`src/rtl/mcs6530_timer.sv`:
```
// Interval timer of the MCS6530: 8-bit down-counter behind a selectable
// /1, /8, /64 or /1024 prescaler, with an underflow flag and an active-low interrupt.
module mcs6530_timer #(
   parameter int DIV_SEL_W = 2
) (
   input  logic                 phi2,
   input  logic                 rst_n,
   input  logic                 wr_timer,
   input  logic                 rd_timer,
   input  logic [DIV_SEL_W-1:0] div_sel,
   input  logic                 irq_en_in,
   input  logic [7:0]           din,
   output logic [7:0]           count,
   output logic                 flag,
   output logic                 irq_n
);

   logic                 run, run_nxt;
   logic                 irq_en, irq_en_nxt;
   logic [DIV_SEL_W-1:0] sel, sel_nxt;
   logic [9:0]           pre, pre_nxt;
   logic [7:0]           count_nxt;
   logic                 flag_nxt;
   // fast marks that the timer has expired: from then on it counts at /1 until
   // the next write, even if a read has cleared the flag.
   logic                 fast, fast_nxt;
   logic                 underflow;

   function automatic logic [9:0] reload(input logic [1:0] s);
      case (s)
         2'b00:   reload = 10'd0;
         2'b01:   reload = 10'd7;
         2'b10:   reload = 10'd63;
         default: reload = 10'd1023;
      endcase
   endfunction

   assign underflow = run && (pre == 10'd0) && (count == 8'h00);

   always_comb begin
      count_nxt  = count;
      pre_nxt    = pre;
      sel_nxt    = sel;
      irq_en_nxt = irq_en;
      flag_nxt   = flag;
      run_nxt    = run;
      fast_nxt   = fast;
      if (wr_timer) begin
         count_nxt  = din;
         sel_nxt    = div_sel;
         irq_en_nxt = irq_en_in;
         pre_nxt    = reload(div_sel[1:0]);
         flag_nxt   = 1'b0;
         run_nxt    = 1'b1;
         fast_nxt   = 1'b0;
      end else begin
         if (run) begin
            if (pre != 10'd0) begin
               pre_nxt = pre - 10'd1;
            end else begin
               count_nxt = count - 8'd1;
               if (count == 8'h00)
                  fast_nxt = 1'b1;
               pre_nxt = fast_nxt ? 10'd0 : reload(sel[1:0]);
            end
         end
         // set beats clear when a read lands on the underflow cycle
         if (underflow)
            flag_nxt = 1'b1;
         else if (rd_timer)
            flag_nxt = 1'b0;
      end
   end

   always_ff @(posedge phi2 or negedge rst_n) begin
      if (!rst_n) begin
         count  <= 8'h00;
         pre    <= 10'd0;
         sel    <= '0;
         irq_en <= 1'b0;
         flag   <= 1'b0;
         run    <= 1'b0;
         fast   <= 1'b0;
      end else begin
         count  <= count_nxt;
         pre    <= pre_nxt;
         sel    <= sel_nxt;
         irq_en <= irq_en_nxt;
         flag   <= flag_nxt;
         run    <= run_nxt;
         fast   <= fast_nxt;
      end
   end

   assign irq_n = ~(flag & irq_en);

endmodule

```
`config.mk`:
```
export PLATFORM = sky130hd
export DESIGN_NAME = mcs6530_timer
export DESIGN_NICKNAME = d
export VERILOG_FILES = /design/src/rtl/mcs6530_timer.sv
export SDC_FILE = /design/constraint.sdc
export NUM_CORES = 1
export LEC_CHECK = 0
export BUFFER_PORTS_ARGS = -buffer_cell sky130_fd_sc_hd__buf_2
export CAP_MARGIN = 10
export CORE_MARGIN = 2
export CORE_UTILIZATION = 40
export CTS_CLUSTER_SIZE = 14
export DETAILED_ROUTE_END_ITERATION = 10
export GPL_TIMING_DRIVEN = 1
export PLACE_DENSITY_LB_ADDON = 0.3
export SLEW_MARGIN = 20
export SYNTH_ARGS = -nofsm -noshare
export SYNTH_HDL_FRONTEND = slang
export SYNTH_SLANG_ARGS = --single-unit
```
`constraint.sdc`:
```
create_clock -name phi2 -period 3.7 [get_ports phi2]
set_input_delay 0.185 -clock phi2 [delete_from_list [all_inputs] [get_ports phi2]]
set_output_delay 0.185 -clock phi2 [all_outputs]
set_load 0.005 [all_outputs]
```
==> results of run 1 <==
[logic make-up after synthesis]
kind of cell               share of synthesized area
muxes                                        0.03846
DFF                                           0.4293
xor gates and xnor gates                     0.01879
AOI/OAI and AO/OA                             0.1932
buffers and inverters                        0.03667
and+or+nand+nor                               0.2567
adders and majority gates                    0.02684
[layer usage]
| layer | up-vias | share of wire | wire length (microns) | track usage |
|---|---|---|---|---|
| li1 | 627 | - | - | - |
| met1 | 601 | 0.49 | 1543 | 0.2287 |
| met2 | 39 | 0.46 | 1447 | 0.2713 |
| met3 | 5 | 0.032 | 99 | 0.02143 |
| met4 | 0 | 0.014 | 44 | 0.05833 |
| met5 | - | 0 | 0 | 0 |
[layout make-up]
| class | count | area [sq um] |
|---|---|---|
| Clock buffer | 4 | 36.28 |
| Fill cell | 339 | 1735 |
| Inverter | 8 | 30.03 |
| Multi-Input combinational cell | 114 | 747.0 |
| Sequential cell | 24 | 600.6 |
| Tap cell | 46 | 57.56 |
| Timing Repair Buffer | 25 | 130.1 |
[worst paths after layout]
path | startpoint | endpoint | cells after the start
setup reg to reg | pre[4] | pre[6] | 4
min in group asynchronous | rst_n | pre[5] | 2
hold / removal | din[5] | count[5] | 3
max in group asynchronous | rst_n | pre[3] | 2
setup / recovery | pre[4] | pre[6] | 4
hold reg to reg | sel[1] | sel[1] | 1
[synthesized netlist by cell type (2+ instances only)]
master / instances / share of area
nor2_1: 8 / 0.021
ha_1: 3 / 0.027
xnor2_1: 3 / 0.019
or3_1: 4 / 0.018
nor3_1: 6 / 0.021
nand2b_1: 4 / 0.018
o21ai_0: 7 / 0.025
mux2i_1: 2 / 0.014
or4_1: 6 / 0.032
inv_1: 7 / 0.019
o21ai_1: 2 / 0.0072
mux2_2: 3 / 0.024
clkbuf_1: 3 / 0.0080
nor2b_1: 4 / 0.018
nand3_1: 8 / 0.029
nand2_1: 8 / 0.021
o31ai_1: 6 / 0.032
dfrtp_1: 24 / 0.43
nor3b_1: 2 / 0.011
nand4_1: 2 / 0.0089
a221o_1: 3 / 0.021
a31oi_1: 4 / 0.018
nor4_1: 5 / 0.022
a21oi_1: 8 / 0.029
buf_2: 2 / 0.0072
[worst register-to-register path, cell delays in order, from the launching register on]
cell and delay [ns]:
dfrtp_1 0.46, or4_1 0.69, nor4_1 0.56, a31oi_1 0.23, o21ai_0 0.12
[through the flow]
| stage | util | cells | hold WS (ns) | setup WS (ns) | power, mW |
|---|---|---|---|---|---|
| detailed placement | 0.4661 | 216 | 0.1978 | 1.572 | 0.4324 |
| floorplan | - | 151 | -0.1106 | 1.842 | 0.3892 |
| global route | 0.4799 | 221 | 0.05841 | 1.400 | 0.6057 |
| global placement | 0.4661 | 216 | 0.1994 | 1.651 | 0.4288 |
| CTS | 0.4799 | 221 | 0.06314 | 1.540 | 0.5722 |
| finish | 0.4799 | 221 | 0.06074 | 1.564 | 0.5679 |
[power by group through the flow]
stage               Sequential, mW  Combinational, mW  Clock (mW)
floorplan                    0.314             0.0756           0
finish                       0.315              0.113       0.140
global placement             0.318              0.110           0
global route                 0.319              0.128       0.158
detailed placement           0.320              0.113           0
CTS                          0.315              0.114       0.143
[registers in the layout (all words and copies together), names as in the netlist]
signal,count
irq_en,1
fast,1
count,8
run,1
pre,10
flag,1
sel,2
[timing repair]
action,in CTS,in global routing
hold buffers,1,0
endpoints found under the setup margin,0,0
hold endpoints to repair,24,0
==> results.toml, run 1 <==
[finish]
design_area_sq_um = 1602
nets = 194
drive_gt1_frac = 0.2000
final_cell_mix = "dfrtp_1 (24), buf_2 (24)"
area_growth_pct = 14.49
antenna_cells = 0

[sta]
slew_headroom = 0.5870
finalHoldViolCount = 0
setup_viol = 0
period_share = 0.5774
finalSetupTns_ns = 0
clock_skew_ns = 0.007037
min_period_ns = 2.136
rsz0062_at_grt = "false"
worst_pin_slew_ns = 0.6138
fmax_mhz = 468.1
maxSlewViolCount = 0

[worst_setup_path]
cp_num_buf_inv = 0
slowest_delay_ns = 0.69
crit_type = "flip-flop to flip-flop"
cp-end-kind = "flip-flop"
critical-path-slowest-cell = "or4_1"
cp_max_fo = 9
cp_top_family = "simple AND/OR/NAND/NOR gates"
crit_chain = "or4_1 > nor4_1 > a31oi_1 > o21ai_0"
required_ns = 3.94
cp-start-kind = "flip-flop"
regToRegSetupSlack_ns = 1.56
crit_arrival_ns = 2.38

[yosys]
synth_area_sq_um = 1399
synth-seq-cells = 24
syn_nets = 169
synth_edf_count = 0
ys_types = 42
synth-main-ff-cell = "dfrtp_1"
netlist_instances = 151
synthArstFlopShare = 1.000
ys_warn_count = 0
avgSynthCellArea_sq_um = 9.264
yosysSeqAreaShare = 0.4293

[power]
clkPwrFrac = 0.246
p_int_mw = 0.3960
switching_power_mw = 0.1719
peakVddDrop_uv = 174.8
p_leak_nw = 0.6663
p_sw_frac = 0.3027
p_comb_frac = 0.199
pwr-share-seq = 0.555
p_per_area_nw_per_um2 = 354.6

[placed_design]
io_buffers = 24
gp_congestion = 0.9252
dpl.hpwl_microns = 2321
placed_area_sq_um = 1555

[grt]
grt_usage = 0.1670
grt_pass1_vias = 1222
antenna_found_initial = 0
overflow = 0
grt_pass1_wl_microns = 5382
grt_start_max_net_pins = 29

[floorplan]
die_h_microns = 63.14
start_util = 0.4192
num_rows = 21
die_w_microns = 63.14
die_area_sq_um = 3986
ios = 25
core_region_area_sq_um = 3337

[clock_network]
h-tree-depth = 1
cts_setup_buffers = 0
clk_latency_ns = 0.32
numCtsBuffers = 3
ctsLongestPathBuffers = 2
clk_pin_slew_ns = 0.13
cts-resized-gates = 0
clock-sinks = 24
cts_tree = "built"
cts_root_buffer = "clkbuf_4"

[min_path]
hold_path.class = "input pin to flip-flop"

[drt]
avgViaCountPerCell = 5.756
wl_per_cell_microns = 14.18
drc_errors = 0
drt_iter0_drc = 80
wl_microns = 3134
ant_nets = 0
drt-pass1-iter-count = 4
dr_total_vias = 1272

[status]
status = "finished clean"

[flow_run]
max-cap-violations = 0
Note: power is estimated with default switching activity, not from simulation.
==> inputs of run 2 (changes only) <==
ABC_AREA = 1   (was not set)
clock period = 2.2 ns   (was 3.7 ns; I/O delays follow)
==> run 2 against run 1 <==
Sequential share of layout area shrank 4.6 points. Clock power grew to 2.8 times the previous value. First-iteration DRC count decreased by 21%. Sequential power rose by 71%. Clock skew decreased by 0.0036 ns. Global-route usage grew 1.7 points. Design area is 14% higher. Sequential cell count unchanged. Clock-buffer cell count down 1.
==> results.toml, run 2 <==
[finish]
ff_latch_area_sq_um = 600.6
reg_top3 = "pre x10, count x8, sel x2"
drive_gt1_frac = 0.1815
largest_register_ffs = 10
nFillCells = 381
final_cell_mix = "nand2_1 (77), inv_1 (24), dfrtp_1 (24), buf_2 (24), nor2_1 (21)"
regMostFlops = "pre"
final_common_cell = "nand2_1"
nets = 267
design_area_sq_um = 1827
multiInputGateArea_sq_um = 859.6
finalNonFillerCells = 296
antenna_cells = 0
area_growth_pct = 15.60

[status]
status = "finished clean"

[grt]
grt_start_max_net_pins = 25
grt_pass1_vias = 1363
overflow = 0
grt_pass1_wl_microns = 6134
grtUsageMet3 = 0.04392
met1_usage = 0.2585
busiest_layer = "met2"
grtUsageMet2 = 0.2800
antenna_found_initial = 0
grt_usage = 0.1845

[floorplan]
die_h_microns = 66.86
ios = 25
die_w_microns = 66.86
num_rows = 22
start_util = 0.4253
die_area_sq_um = 4470
core_region_area_sq_um = 3716

[yosys]
ys_types = 30
yosysTopAreaCell = "dfrtp_1"
synthArstFlopShare = 1.000
syn_nets = 239
netlist_instances = 221
avgSynthCellArea_sq_um = 7.151
synth_common_cells = "nand2_1 (77), dfrtp_1 (24), inv_1 (24), nor2_1 (21), nand3_1 (12)"
synth-main-ff-cell = "dfrtp_1"
synth_area_sq_um = 1580
yosysSeqAreaShare = 0.3800
synth.most_common_cell = "nand2_1"
synth_area_leaders = "dfrtp_1 (38%), nand2_1 (18%), inv_1 (5.7%)"
synth_edf_count = 0
synth-seq-cells = 24
synth_top_cell_area_share = 0.3800
ys_warn_count = 0

[sta]
maxSlewViolCount = 0
rsz0062_at_grt = "false"
finalHoldViolCount = 0
clock_skew_ns = 0.003461
slew_headroom = 0.6207
setup_viol = 0
period_share = 0.7884
finalSetupTns_ns = 0
min_period_ns = 1.735
worst_pin_slew_ns = 0.5668
fmax_mhz = 576.5

[drt]
drc_errors = 0
wl_microns = 3584
ant_nets = 0
dr_total_vias = 1492
avgViaCountPerCell = 5.041
drt-pass1-iter-count = 4
wl_per_cell_microns = 12.11
drt_iter0_drc = 63

[worst_setup_path]
regToRegSetupSlack_ns = 0.47
slowest_delay_ns = 0.40
crit_chain = "inv_1 > ha_1 > nand3_4 > nor2_4 > nand2_2 > nor2_4 > nand2_1 > o22ai_1 > nor2_1"
cpMostUsedCell = "nor2_4"
cp-end-kind = "flip-flop"
critical-path-slowest-cell = "dfrtp_1"
crit_arrival_ns = 1.91
cp-start-kind = "flip-flop"
crit_type = "flip-flop to flip-flop"
cp_max_fo = 5
required_ns = 2.37

[clock_network]
cts_tree = "built"
ctsLongestPathBuffers = 2
cts_setup_buffers = 0
clk_latency_ns = 0.27
clk_pin_slew_ns = 0.09
cts-resized-gates = 0
numCtsBuffers = 3
clock-sinks = 24
cts_root_buffer = "clkbuf_8"
h-tree-depth = 1
holdBufCountCts = 1

[flow_run]
max-cap-violations = 0

[placed_design]
place_inst = 291
dpl.hpwl_microns = 2712
gp_congestion = 0.8848
placed_area_sq_um = 1745
io_buffers = 24

[power]
peakVddDrop_uv = 310.6
power_mw = 1.212
p_per_area_nw_per_um2 = 663.7
p_leak_nw = 0.9358

[min_path]
hold_path.class = "input pin to flip-flop"
[run 2: cell types whose count changed in the layout (fill, tap and decap cells not counted), moves of 5 or more]
cell,change
nor4_1,-5
or4_1,-6
o31ai_1,-6
inv_1,+17
nor2_1,+13
xor2_1,+5
nand2_1,+69
[run 2: cell families after synthesis]
| logic type | after synthesis | synth area share |
|---|---|---|
| buf+inv | 29 | 0.07601 |
| xor+xnor | 7 | 0.03880 |
| flops | 24 | 0.3801 |
| fa+ha+maj | 3 | 0.02376 |
| simple gates | 130 | 0.3777 |
| compound gates | 28 | 0.1037 |
[run 2: cell type report]
type / instances / area share
multi-input cells: 168 / 0.4705
flip-flops and latches: 24 / 0.3288
repair buffers: 26 / 0.07534
inverters: 26 / 0.05342
well taps: 48 / 0.03288
clock buffers: 3 / 0.02260
clock inverters: 1 / 0.01644
[run 2: worst paths after layout]
kind / depth (start not counted) / start / to
worst max-delay path: 9 / pre[0] / count[0]
worst min-delay path: 3 / irq_en_in / irq_en
worst max register to register: 9 / pre[0] / count[0]
worst min register to register: 2 / irq_en / irq_en
max in group asynchronous: 2 / rst_n / pre[4]
min in group asynchronous: 2 / rst_n / count[2]
[run 2: power by group]
group	internal [mW]	switching, mW
clock network	0.244	0.151
logic	0.110	0.168
registers	0.486	0.0533
total	0.840	0.372
[run 2: through the flow]
step	setup slack, ns	hold WS [ns]	util
2_1_floorplan	0.6419	-0.1856	-
3_3_place_gp	0.5060	0.1345	0.4697
3_5_place_dp	0.4698	0.1252	0.4697
4_1_cts	0.4466	0.03449	0.4916
5_1_grt	0.3083	0.05810	0.4916
6_report	0.4654	0.02749	0.4916
[run 2: worst max-delay path, delay by kind of cell (launching register included)]
family,cells,cell delay [ns]
AND/OR/NAND/NOR,6,0.72
AO/OA/AOI/OAI,1,0.15
adder cells (fa/ha/maj),1,0.25
flip-flops,1,0.40
buffers and inverters,1,0.13
[run 2: routing by layer]
metal,vias up,share of wire
li1,756,-
met1,695,0.48
met2,35,0.44
met3,6,0.054
met4,0,0.017
met5,-,0
==> inputs of run 3 (changes only) <==
clock period = 1.45 ns   (was 2.2 ns; I/O delays follow)
==> run 3 against run 2 <==
The flow now finishes with violations (negative hold slack, negative setup slack). Clock-buffer cell count stayed put. Clock power increased by 55%. Largest power group unchanged. Wire length up 17%. Design area rose by 20%. Non-clock buffer count is 32 higher.
==> results.toml, run 3 (same netlist as run 2, synthesis figures left out) <==
[drt]
dr_wl_met2_microns = 1956
routed.top_layer = "met4"
dr_total_vias = 1622
ant_nets = 0
drc_errors = 0
wl_per_cell_microns = 12.79
drt-pass1-iter-count = 4
drt_iter0_drc = 109
wl_met1_microns = 2020
routed-wl-met3_microns = 177
avgViaCountPerCell = 4.930
wl_microns = 4209

[sta]
period_share = 1.066
finalSetupTns_ns = -0.8653
rsz0062_at_grt = "true"
holdWs_ns = -0.002339
worst_pin_slew_ns = 0.5564
fmax_mhz = 647.1
slew_headroom = 0.6291
min_period_ns = 1.545
setup_viol = 18
finalHoldViolCount = 1
setup_slack_ns = -0.09538
maxSlewViolCount = 0
clock_skew_ns = 0.003697

[floorplan]
die_h_microns = 66.86
num_rows = 22
ios = 25
die_area_sq_um = 4470
die_w_microns = 66.86
core_region_area_sq_um = 3716
start_util = 0.4253

[grt]
grt_usage = 0.2017
grt_start_max_net_pins = 25
antenna_found_initial = 0
overflow = 0
grt_pass1_vias = 1525
grt_pass1_wl_microns = 6817

[worst_setup_path]
critical-path-slowest-cell = "dfrtp_1"
crit_arrival_ns = 1.72
crit_type = "flip-flop to flip-flop"
required_ns = 1.62
cp.depth = 9
cp_top_family = "simple AND/OR/NAND/NOR gates"
cp-start-kind = "flip-flop"
slowest_delay_ns = 0.40
crit_chain = "inv_2 > ha_4 > nand3_4 > nor2_4 > nand2_2 > nor2_4 > nand2_2 > o22ai_1 > nor2_1"
cp_num_buf_inv = 1
r2r_cells = 9
cp_max_fo = 4
cp-end-kind = "flip-flop"

[power]
p_leak_nw = 1.107
peakVddDrop_uv = 427.5
p_per_area_nw_per_um2 = 937.3
power_mw = 2.052

[clock_network]
h-tree-depth = 1
numCtsBuffers = 3
clk_latency_ns = 0.28
cts_root_buffer = "clkbuf_8"
clk_pin_slew_ns = 0.09
cts_tree = "built"
ctsLongestPathBuffers = 2
clock-sinks = 24

[min_path]
hold_path.class = "input pin to flip-flop"
holdPathStages = 3

[finish]
final_common_cell = "nand2_1"
drive_gt1_frac = 0.3559
area_growth_pct = 38.56
design_area_sq_um = 2190
largest_register_ffs = 10
final_cell_mix = "nand2_1 (71), buf_4 (31), dfrtp_1 (24), buf_2 (24), inv_1 (20)"
antenna_cells = 0
reg_top3 = "pre x10, count x8, sel x2"
nets = 300
regMostFlops = "pre"
finalNonFillerCells = 329
final_core_util = 0.5892

[placed_design]
dpl.hpwl_microns = 3027
placed_area_sq_um = 1953
io_buffers = 24
gp_congestion = 0.7974
place_inst = 317
dpl_worst_slack_ns = -0.07857

[flow_run]
max-cap-violations = 0

[status]
status = "complete, but fails checks"
violations = "negative hold slack, negative setup slack"
## run 3: timing repair
item / in CTS / in global routing
setup endpoints to repair: 20 / 20
endpoints found under the hold margin: 24 / 0
gates resized for setup: 10 / 22
pin swaps: 3 / 5
buffers inserted: 3 / 3
gates cloned: 1 / 0
hold buffers: 1 / 0
## run 3: layer usage
layer	vias up	track usage
met5	-	0
met4	0	0.06378
met3	5	0.02196
met2	37	0.3325
met1	757	0.2762
li1	823	-
## run 3: path summary, 6_finish.rpt
kind                            from  endpoint  slack (ns)
max in group asynchronous      rst_n    pre[2]        0.77
min                        irq_en_in    irq_en      -0.002
min reg2reg                   irq_en    irq_en        0.48
min in group asynchronous      rst_n  count[2]        0.31
max                           pre[0]  count[0]        -0.1
max reg2reg                   pre[0]  count[0]        -0.1
## run 3: layout make-up
class                   instances  area, sq um
clock buffers                   3        41.29
clock inverters                 1        30.03
fillers                       341         1526
inverters                      26        97.59
multi-input cells             169        974.7
flip-flops and latches         24        600.6
well taps                      48        60.06
repair buffers                 58        385.4
## run 3: worst reg2reg max path, stage by stage, from the launching register on
cell and delay, ns:
dfrtp_1 0.40, inv_2 0.09, ha_4 0.14, nand3_4 0.10
nor2_4 0.17, nand2_2 0.10, nor2_4 0.15, nand2_2 0.11
o22ai_1 0.12, nor2_1 0.05
## run 3: power breakdown
group          total (mW)  internal [mW]  switching [mW]
clock network       0.610          0.370           0.241
logic               0.643          0.289           0.354
registers           0.799          0.738          0.0607
total                2.05           1.40           0.655
